==> config.mk <==
export PLATFORM = sky130hd
export DESIGN_NAME = hazard_forward_unit
export DESIGN_NICKNAME = d
export VERILOG_FILES = /design/src/rtl/hazard_forward_unit_pkg.sv /design/src/rtl/hazard_compare.sv /design/src/rtl/hazard_forward_unit.sv
export SDC_FILE = /design/constraint.sdc
export NUM_CORES = 1
export LEC_CHECK = 0
export CAP_MARGIN = 20
export CORE_UTILIZATION = 53
export DETAILED_ROUTE_END_ITERATION = 10
export PLACE_DENSITY = 0.85
export SYNTH_ARGS = -nofsm -noshare
export SYNTH_HDL_FRONTEND = slang
export SYNTH_SLANG_ARGS = --single-unit
==> constraint.sdc <==
create_clock -name clk -period 6.95 [get_ports clk]
set_input_delay 1.39 -clock clk [delete_from_list [all_inputs] [get_ports clk]]
set_output_delay 1.39 -clock clk [all_outputs]
set_load 0.05 [all_outputs]
==> src/rtl/hazard_forward_unit_pkg.sv <==
// Shared types and widths for the hazard/forwarding unit: pipeline tracker entry,
// register-number width and counter width.
package hazard_forward_unit_pkg;

    localparam int unsigned REGISTERWIDTH = 5;
    localparam int unsigned COUNTERWIDTH  = 32;

    typedef struct packed {
        logic                     valid;
        logic [REGISTERWIDTH-1:0] rd;
        logic                     regWrite;
        logic                     isLoad;
    } stage_entry_t;

    localparam stage_entry_t BUBBLE = '0;

endpackage

==> src/rtl/hazard_compare.sv <==
// Compares one source register against one tracker entry; r0 never matches.
module hazard_compare
    import hazard_forward_unit_pkg::*;
(
    input  logic [REGISTERWIDTH-1:0] src_i,
    input  stage_entry_t             entry_i,
    output logic                     match_o
);

    always_comb begin
        match_o = entry_i.valid && entry_i.regWrite &&
                  (entry_i.rd == src_i) && (src_i != '0);
    end

endmodule

==> src/rtl/hazard_forward_unit.sv <==
// Hazard detection and operand-forwarding unit for a 5-stage pipeline.
// Define FORWARDING_EN to enable EX/MEM/WB forwarding; otherwise EX/MEM hazards stall.
module hazard_forward_unit
    import hazard_forward_unit_pkg::*;
(
    input  logic                     clk,
    input  logic                     reset,
    input  logic                     idValid,
    input  logic [REGISTERWIDTH-1:0] idRs,
    input  logic [REGISTERWIDTH-1:0] idRt,
    input  logic                     idUsesRt,
    input  logic [REGISTERWIDTH-1:0] idRd,
    input  logic                     idRegWrite,
    input  logic                     idIsLoad,
    input  logic                     flush,
    output logic                     forward1,
    output logic                     forward2,
    output logic                     memForward1,
    output logic                     memForward2,
    output logic                     wbForward1,
    output logic                     wbForward2,
    output logic                     stall,
    output logic [COUNTERWIDTH-1:0]  stalls,
    output logic [COUNTERWIDTH-1:0]  dataHazards
);

    stage_entry_t            ex_q, mem_q, wb_q, ex_d;
    stage_entry_t            stage [3];
    logic                    counted_q, counted_d;
    logic [COUNTERWIDTH-1:0] stalls_q, stalls_d;
    logic [COUNTERWIDTH-1:0] hazards_q, hazards_d;
    logic [2:0]              rsHit, rtHitRaw, rtHit;
    logic                    active, anyMatch;

    assign stage[0] = ex_q;
    assign stage[1] = mem_q;
    assign stage[2] = wb_q;

    // Index 0 = EX, 1 = MEM, 2 = WB.
    for (genvar g = 0; g < 3; g++) begin : g_cmp
        hazard_compare u_rs (.src_i(idRs), .entry_i(stage[g]), .match_o(rsHit[g]));
        hazard_compare u_rt (.src_i(idRt), .entry_i(stage[g]), .match_o(rtHitRaw[g]));
    end

    assign rtHit  = rtHitRaw & {3{idUsesRt}};
    assign active = idValid && !flush && !reset;

    always_comb begin
        forward1    = 1'b0;
        forward2    = 1'b0;
        memForward1 = 1'b0;
        memForward2 = 1'b0;
        wbForward1  = 1'b0;
        wbForward2  = 1'b0;
        stall       = 1'b0;
        if (active) begin
`ifdef FORWARDING_EN
            // A load in EX has no result yet: stall instead of forwarding from EX.
            stall       = ex_q.isLoad && (rsHit[0] || rtHit[0]);
            forward1    = rsHit[0] && !ex_q.isLoad;
            memForward1 = !rsHit[0] && rsHit[1];
            wbForward1  = !rsHit[0] && !rsHit[1] && rsHit[2];
            forward2    = rtHit[0] && !ex_q.isLoad;
            memForward2 = !rtHit[0] && rtHit[1];
            wbForward2  = !rtHit[0] && !rtHit[1] && rtHit[2];
`else
            // Register file writes before it reads, so WB matches are harmless.
            stall = |{rsHit[1:0], rtHit[1:0]};
`endif
        end
    end

    always_comb begin
        ex_d = BUBBLE;
        if (idValid && !flush && !stall) begin
            ex_d.valid    = 1'b1;
            ex_d.rd       = idRd;
            ex_d.regWrite = idRegWrite;
            ex_d.isLoad   = idIsLoad;
        end
        anyMatch  = active && ((|rsHit) || (|rtHit));
        stalls_d  = stalls_q + COUNTERWIDTH'(stall);
        hazards_d = hazards_q + COUNTERWIDTH'(anyMatch && !counted_q);
        // Held instruction stays counted only while it keeps stalling.
        counted_d = stall;
    end

    always_ff @(posedge clk) begin
        if (reset) begin
            ex_q      <= BUBBLE;
            mem_q     <= BUBBLE;
            wb_q      <= BUBBLE;
            counted_q <= 1'b0;
            stalls_q  <= '0;
            hazards_q <= '0;
        end else begin
            ex_q      <= ex_d;
            mem_q     <= ex_q;
            wb_q      <= mem_q;
            counted_q <= counted_d;
            stalls_q  <= stalls_d;
            hazards_q <= hazards_d;
        end
    end

    assign stalls      = stalls_q;
    assign dataHazards = hazards_q;

endmodule

Word-level counts from Yosys, hierarchy flattened
Cells that the tools add are included.
{"block": "totals", "reg_bits": 86, "rom_bits": 0, "mem_count": 0, "elab_cells": 55, "latch_bits": 0, "output_inout_bits": 71, "ram_bits": 0}
{"block": "classes", "multipliers": 0, "add_sub_neg": 2, "n_mux": 2, "bitwise": 2, "eq_ne": 6, "div": 0, "n_shift": 0, "reduce_logical": 31, "order_cmp": 0}
{"op": "$add A32 B1 Y32", "count": 2}
{"op": "$eq A5 B5 Y1", "count": 6}
{"op": "$logic_and A1 B1 Y1", "count": 20}
{"op": "$reduce_bool A5 Y1", "count": 2}
{"op": "$mux W8", "count": 1}
{"op": "$reduce_or A3 Y1", "count": 2}
{"op": "$logic_not A1 Y1", "count": 4}
{"op": "$reduce_or A4 Y1", "count": 1}
{"op": "$and A3 B3 Y3", "count": 1}
{"op": "$reduce_or A2 Y1", "count": 1}
{"op": "$logic_or A1 B1 Y1", "count": 1}
{"op": "$mux W1", "count": 1}
{"op": "$not A1 Y1", "count": 1}

Longest topological paths before layout
{"block": "logic_depth", "depth_word": 10, "ltp_mapped": 12, "ltp_nobuf": 12}

Cells and area by module
Synthesis repeated with hierarchy kept, for this count alone.
{"block": "unflattened", "hier_cells": 441, "hier_area_um2": 3988.8}
{"module": "hazard_forward_unit", "area_per_inst_um2": 3530.9, "seq_area_each_um2": 1781.7, "cells_each": 381, "n_inst": 1}
{"module": "hazard_compare", "area_per_inst_um2": 76.3, "seq_area_each_um2": 0.0, "cells_each": 10, "n_inst": 6}

Least setup slack after synthesis
No wires, ideal clock.
{"block": "synth_timing", "kind": "input to register", "startpoint": "input idRs[4]", "endpoint": "register stalls_q[31] (netlist: stalls[31])", "arrival_ps": 4263, "cell_stages": 11, "n_path_buf": 0, "setup_slack_ps": 2616, "required_ps": 6879, "cell_sequence": "xor2_1 > nor4_1 > a22oi_1 > o22a_1 > nor2_1 > ha_1 > and4_1 > and2_1 > nand4_4 > or3_1 > a21oi_1"}
{"block": "synth_between", "elab_chain_len": 6}
{"item": "from (decl)", "line_no": "hazard_forward_unit.sv:9", "source": "input logic [REGISTERWIDTH-1:0] idRs,"}
{"item": "$eq A5 B5 Y1", "line_no": "hazard_compare.sv:12", "source": "(entry_i.rd == src_i) && (src_i != '0);"}
{"item": "$logic_and A1 B1 Y1", "line_no": "hazard_compare.sv:11", "source": "match_o = entry_i.valid && entry_i.regWrite &&"}
{"item": "$logic_and A1 B1 Y1", "line_no": "hazard_compare.sv:12"}
{"item": "$reduce_or A4 Y1 (*)", "line_no": "hazard_forward_unit.sv:68", "source": "stall = |{rsHit[1:0], rtHit[1:0]};"}
{"item": "$mux W1 (*)", "line_no": "hazard_forward_unit.sv:56", "source": "if (active) begin"}
{"item": "named net stall", "line_no": "hazard_forward_unit.sv:22", "source": "output logic stall,"}
{"item": "$add A32 B1 Y32 (*)", "line_no": "hazard_forward_unit.sv:82", "source": "stalls_d = stalls_q + COUNTERWIDTH'(stall);"}
{"item": "to (signal assigned)", "line_no": "hazard_forward_unit.sv:101", "source": "stalls_q <= stalls_d;"}
{"item": "to (decl)", "line_no": "hazard_forward_unit.sv:30", "source": "logic [COUNTERWIDTH-1:0] stalls_q, stalls_d;"}
Mark *: on every way through the listed nets, which the timed path passes. The rest lies on a longest branch.
A chain may end at the register's enable or synchronous reset.

Final worst setup path
{"block": "layout_timing", "startpoint": "input idRt[2]", "endpoint": "output stall"}
{"block": "layout_between", "elab_chain_len": 6}
{"item": "from (decl)", "line_no": "hazard_forward_unit.sv:10", "source": "input logic [REGISTERWIDTH-1:0] idRt,"}
{"item": "$eq A5 B5 Y1", "line_no": "hazard_compare.sv:12"}
{"item": "$logic_and A1 B1 Y1", "line_no": "hazard_compare.sv:11"}
{"item": "$logic_and A1 B1 Y1", "line_no": "hazard_compare.sv:12"}
{"item": "$and A3 B3 Y3 (*)", "line_no": "hazard_forward_unit.sv:45", "source": "assign rtHit = rtHitRaw & {3{idUsesRt}};"}
{"item": "$reduce_or A4 Y1 (*)", "line_no": "hazard_forward_unit.sv:68"}
{"item": "$mux W1 (*)", "line_no": "hazard_forward_unit.sv:56"}
{"item": "to (decl)", "line_no": "hazard_forward_unit.sv:22"}
Every way passes the cells marked *; elsewhere a longest branch is shown, timed or not.

==> results.tsv <==
metric	value	unit
critPathArrivalTime	4110	ps
regArea	1722	um2
io_buffers	85	
hold_path_class	reg2reg	
num-nets-final	532	
setup_violations	0	
synth_ff_type	dfxtp_1	
pre_cts_slack	1580	ps
p_total	0.8952	mW
slew_viol_final	0	
critPathKind	in2out	
vias_per_cell	5.300	
p_leak	1.871	nW
synth.most_common_cell	dfxtp_1	
track_usage	0.2308	
wl_per_cell	13.88	um
clock_path_buffers	2	
slew_headroom	0.4809	
setup_ws	1446	ps
synth_top_cell_by_area	dfxtp_1	
cp_max_fo	9	
reg2reg_slack	3680	ps
netlist_area	3874	um2
gp_congestion	0.8520	
peakVddDrop	0.0001516	V
cp-start-kind	primary input	
async_flop_share	0	
die_w	87.49	um
drt_pass1_iterations	4	
seq_area_frac_synth	0.4444	
grt_pass1_vias	2984	
drc_errors	0	
n_fill_cell	535	
synth_edf_count	0	
die-area	7655	um2
syn_to_final_growth	27.81	%
clock_latency	340	ps
worstSetupEndpointType	output pin	
clkTransAtPathRegs	80	ps
cts.htree.levels	3	
antenna_found_initial	0	
hold_viol	0	
cts_setup_buffers	0	
initial_core_util	0.5578	
synth_top_area_frac	0.4444	
grt_max_degree	79	
clkSinkCount	86	
post_cts_resized	0	
grt_pass1_wl	13.82	mm
place_area	4760	um2
ioPinCount	93	
status	finished clean	
synthTopCellsByArea	dfxtp_1 (44%), xor2_1 (14%), nor2_1 (6.5%)	
die_y	87.49	um
numCtsBuffers	9	
worst_pin_slew	778.7	ps
overflow	0	
core_area	6944	um2
drive_gt1_frac	0.03937	
crit_chain	clkdlybuf4s50_1 -> xor2_1 -> nor4_1 -> a22oi_1 -> o22a_1 -> nor2_1 -> clkdlybuf4s50_1	
period_needed	5504	ps
fin_setup_tns	0	ps
ant_nets	0	
ctsHoldBuffers	0	
ys_seq_elements	86	
yosysWarnings	0	
synth_commonest_cells	dfxtp_1 (86), nor2_1 (67), xor2_1 (64), nand3_1 (26), xnor2_1 (21)	
rsz0062_at_grt	no	
p_per_area	180.8	nW/um2
vias	3201	
num_rows	30	
syn_area_per_cell	9.136	um2
place_inst	591	
ys_types	34	
slowest_stage	clkdlybuf4s50_1	
min_period_over_period	0.7919	
routed_wirelength	8.383	mm
worstPathRequired	5560	ps
clock-root-buffer	clkbuf_8	
drt_iter0_drc	103	
cts_tree	yes	
max-cap-violations	0	
synthCells	424	
antenna_cells	0	
cpPeakStageDelay	830	ps
stdcell_area	4951	um2
crit_top_cell	clkdlybuf4s50_1	
layoutNonFillerInstCount	604	
multiInputGateArea	2057	um2
clock-skew-final	10.45	ps
dp_hpwl	6.011	mm
timing.fmax	181.7	MHz
## state kept, by name (all words and copies together) (netlist names)
signal / cells
counted_q: 1
ex_q: 7
mem_q: 7
stalls: 32
dataHazards: 32
stage: 7
## cell families after synthesis
logic type	after synthesis	share of synthesized area
other	1	0.0009681
AND/OR/NAND/NOR	210	0.2952
XOR/XNOR	85	0.1922
buffers and inverters	22	0.02939
adder cells (fa/ha/maj)	4	0.01292
AO/OA/AOI/OAI	16	0.02487
flip-flops	86	0.4444
## worst max-delay path: cells and delay by family
| family | cells | cell delay, ps |
|---|---|---|
| XOR/XNOR | 1 | 230 |
| AND/OR/NAND/NOR | 2 | 620 |
| AO/OA/AOI/OAI | 2 | 510 |
| buffers and inverters | 2 | 1360 |
## final cells by class
cell class / instances / area share
Clock buffer: 11 / 0.02654
Clock inverter: 2 / 0.01213
Inverter: 2 / 0.001516
Multi-Input combinational cell: 321 / 0.4155
Sequential cell: 86 / 0.3477
Tap cell: 96 / 0.02426
Timing Repair Buffer: 86 / 0.1724
## layout by cell type (no fill, tap or decap), types with 5 or more instances in the layout
cell / synthesis / routed
clkbuf_8: 0 / 9
and3_1: 18 / 18
xor2_1: 64 / 64
or3_1: 5 / 5
nor4_1: 11 / 11
o21ai_0: 6 / 6
a21oi_1: 5 / 5
nand3_1: 26 / 26
and4_1: 11 / 11
nor2_1: 67 / 67
nand2_1: 18 / 18
dfxtp_1: 86 / 86
xnor2_1: 21 / 21
nand4_1: 19 / 19
clkdlybuf4s50_1: 0 / 84
and2_1: 5 / 5
conb_1: 1 / 6
nor2b_1: 18 / 18
## routing by layer
metal / global-route usage / routed length [um]
met4: 0.1162 / 209
met2: 0.3956 / 4130
met5: 0 / 0
met1: 0.2801 / 3766
met3: 0.03602 / 275
## final timing paths
kind | cells after the start | startpoint | end
max | 7 | idRt[2] | stall
min | 1 | ex_q[7] | mem_q[7]
max reg2reg | 10 | ex_q[4] | dataHazards[27]
min reg2reg | 1 | ex_q[7] | mem_q[7]
## through the flow
| stage | hold WS [ps] | util |
|---|---|---|
| CTS | 464.2 | 0.7130 |
| detailed placement | 449.3 | 0.6854 |
| floorplan | 437.9 | - |
| global route | 480.8 | 0.7130 |
| global placement | 447.6 | 0.6854 |
| finish | 463.9 | 0.7130 |
## where the power goes
group          switching [mW]  internal [mW]  leakage [nW]
sequential            0.00201          0.495         0.693
clock                   0.159          0.197        0.0953
combinational          0.0255         0.0169          1.08
total                   0.187          0.709          1.87
No activity file was read; power rests on OpenSTA's default activity.
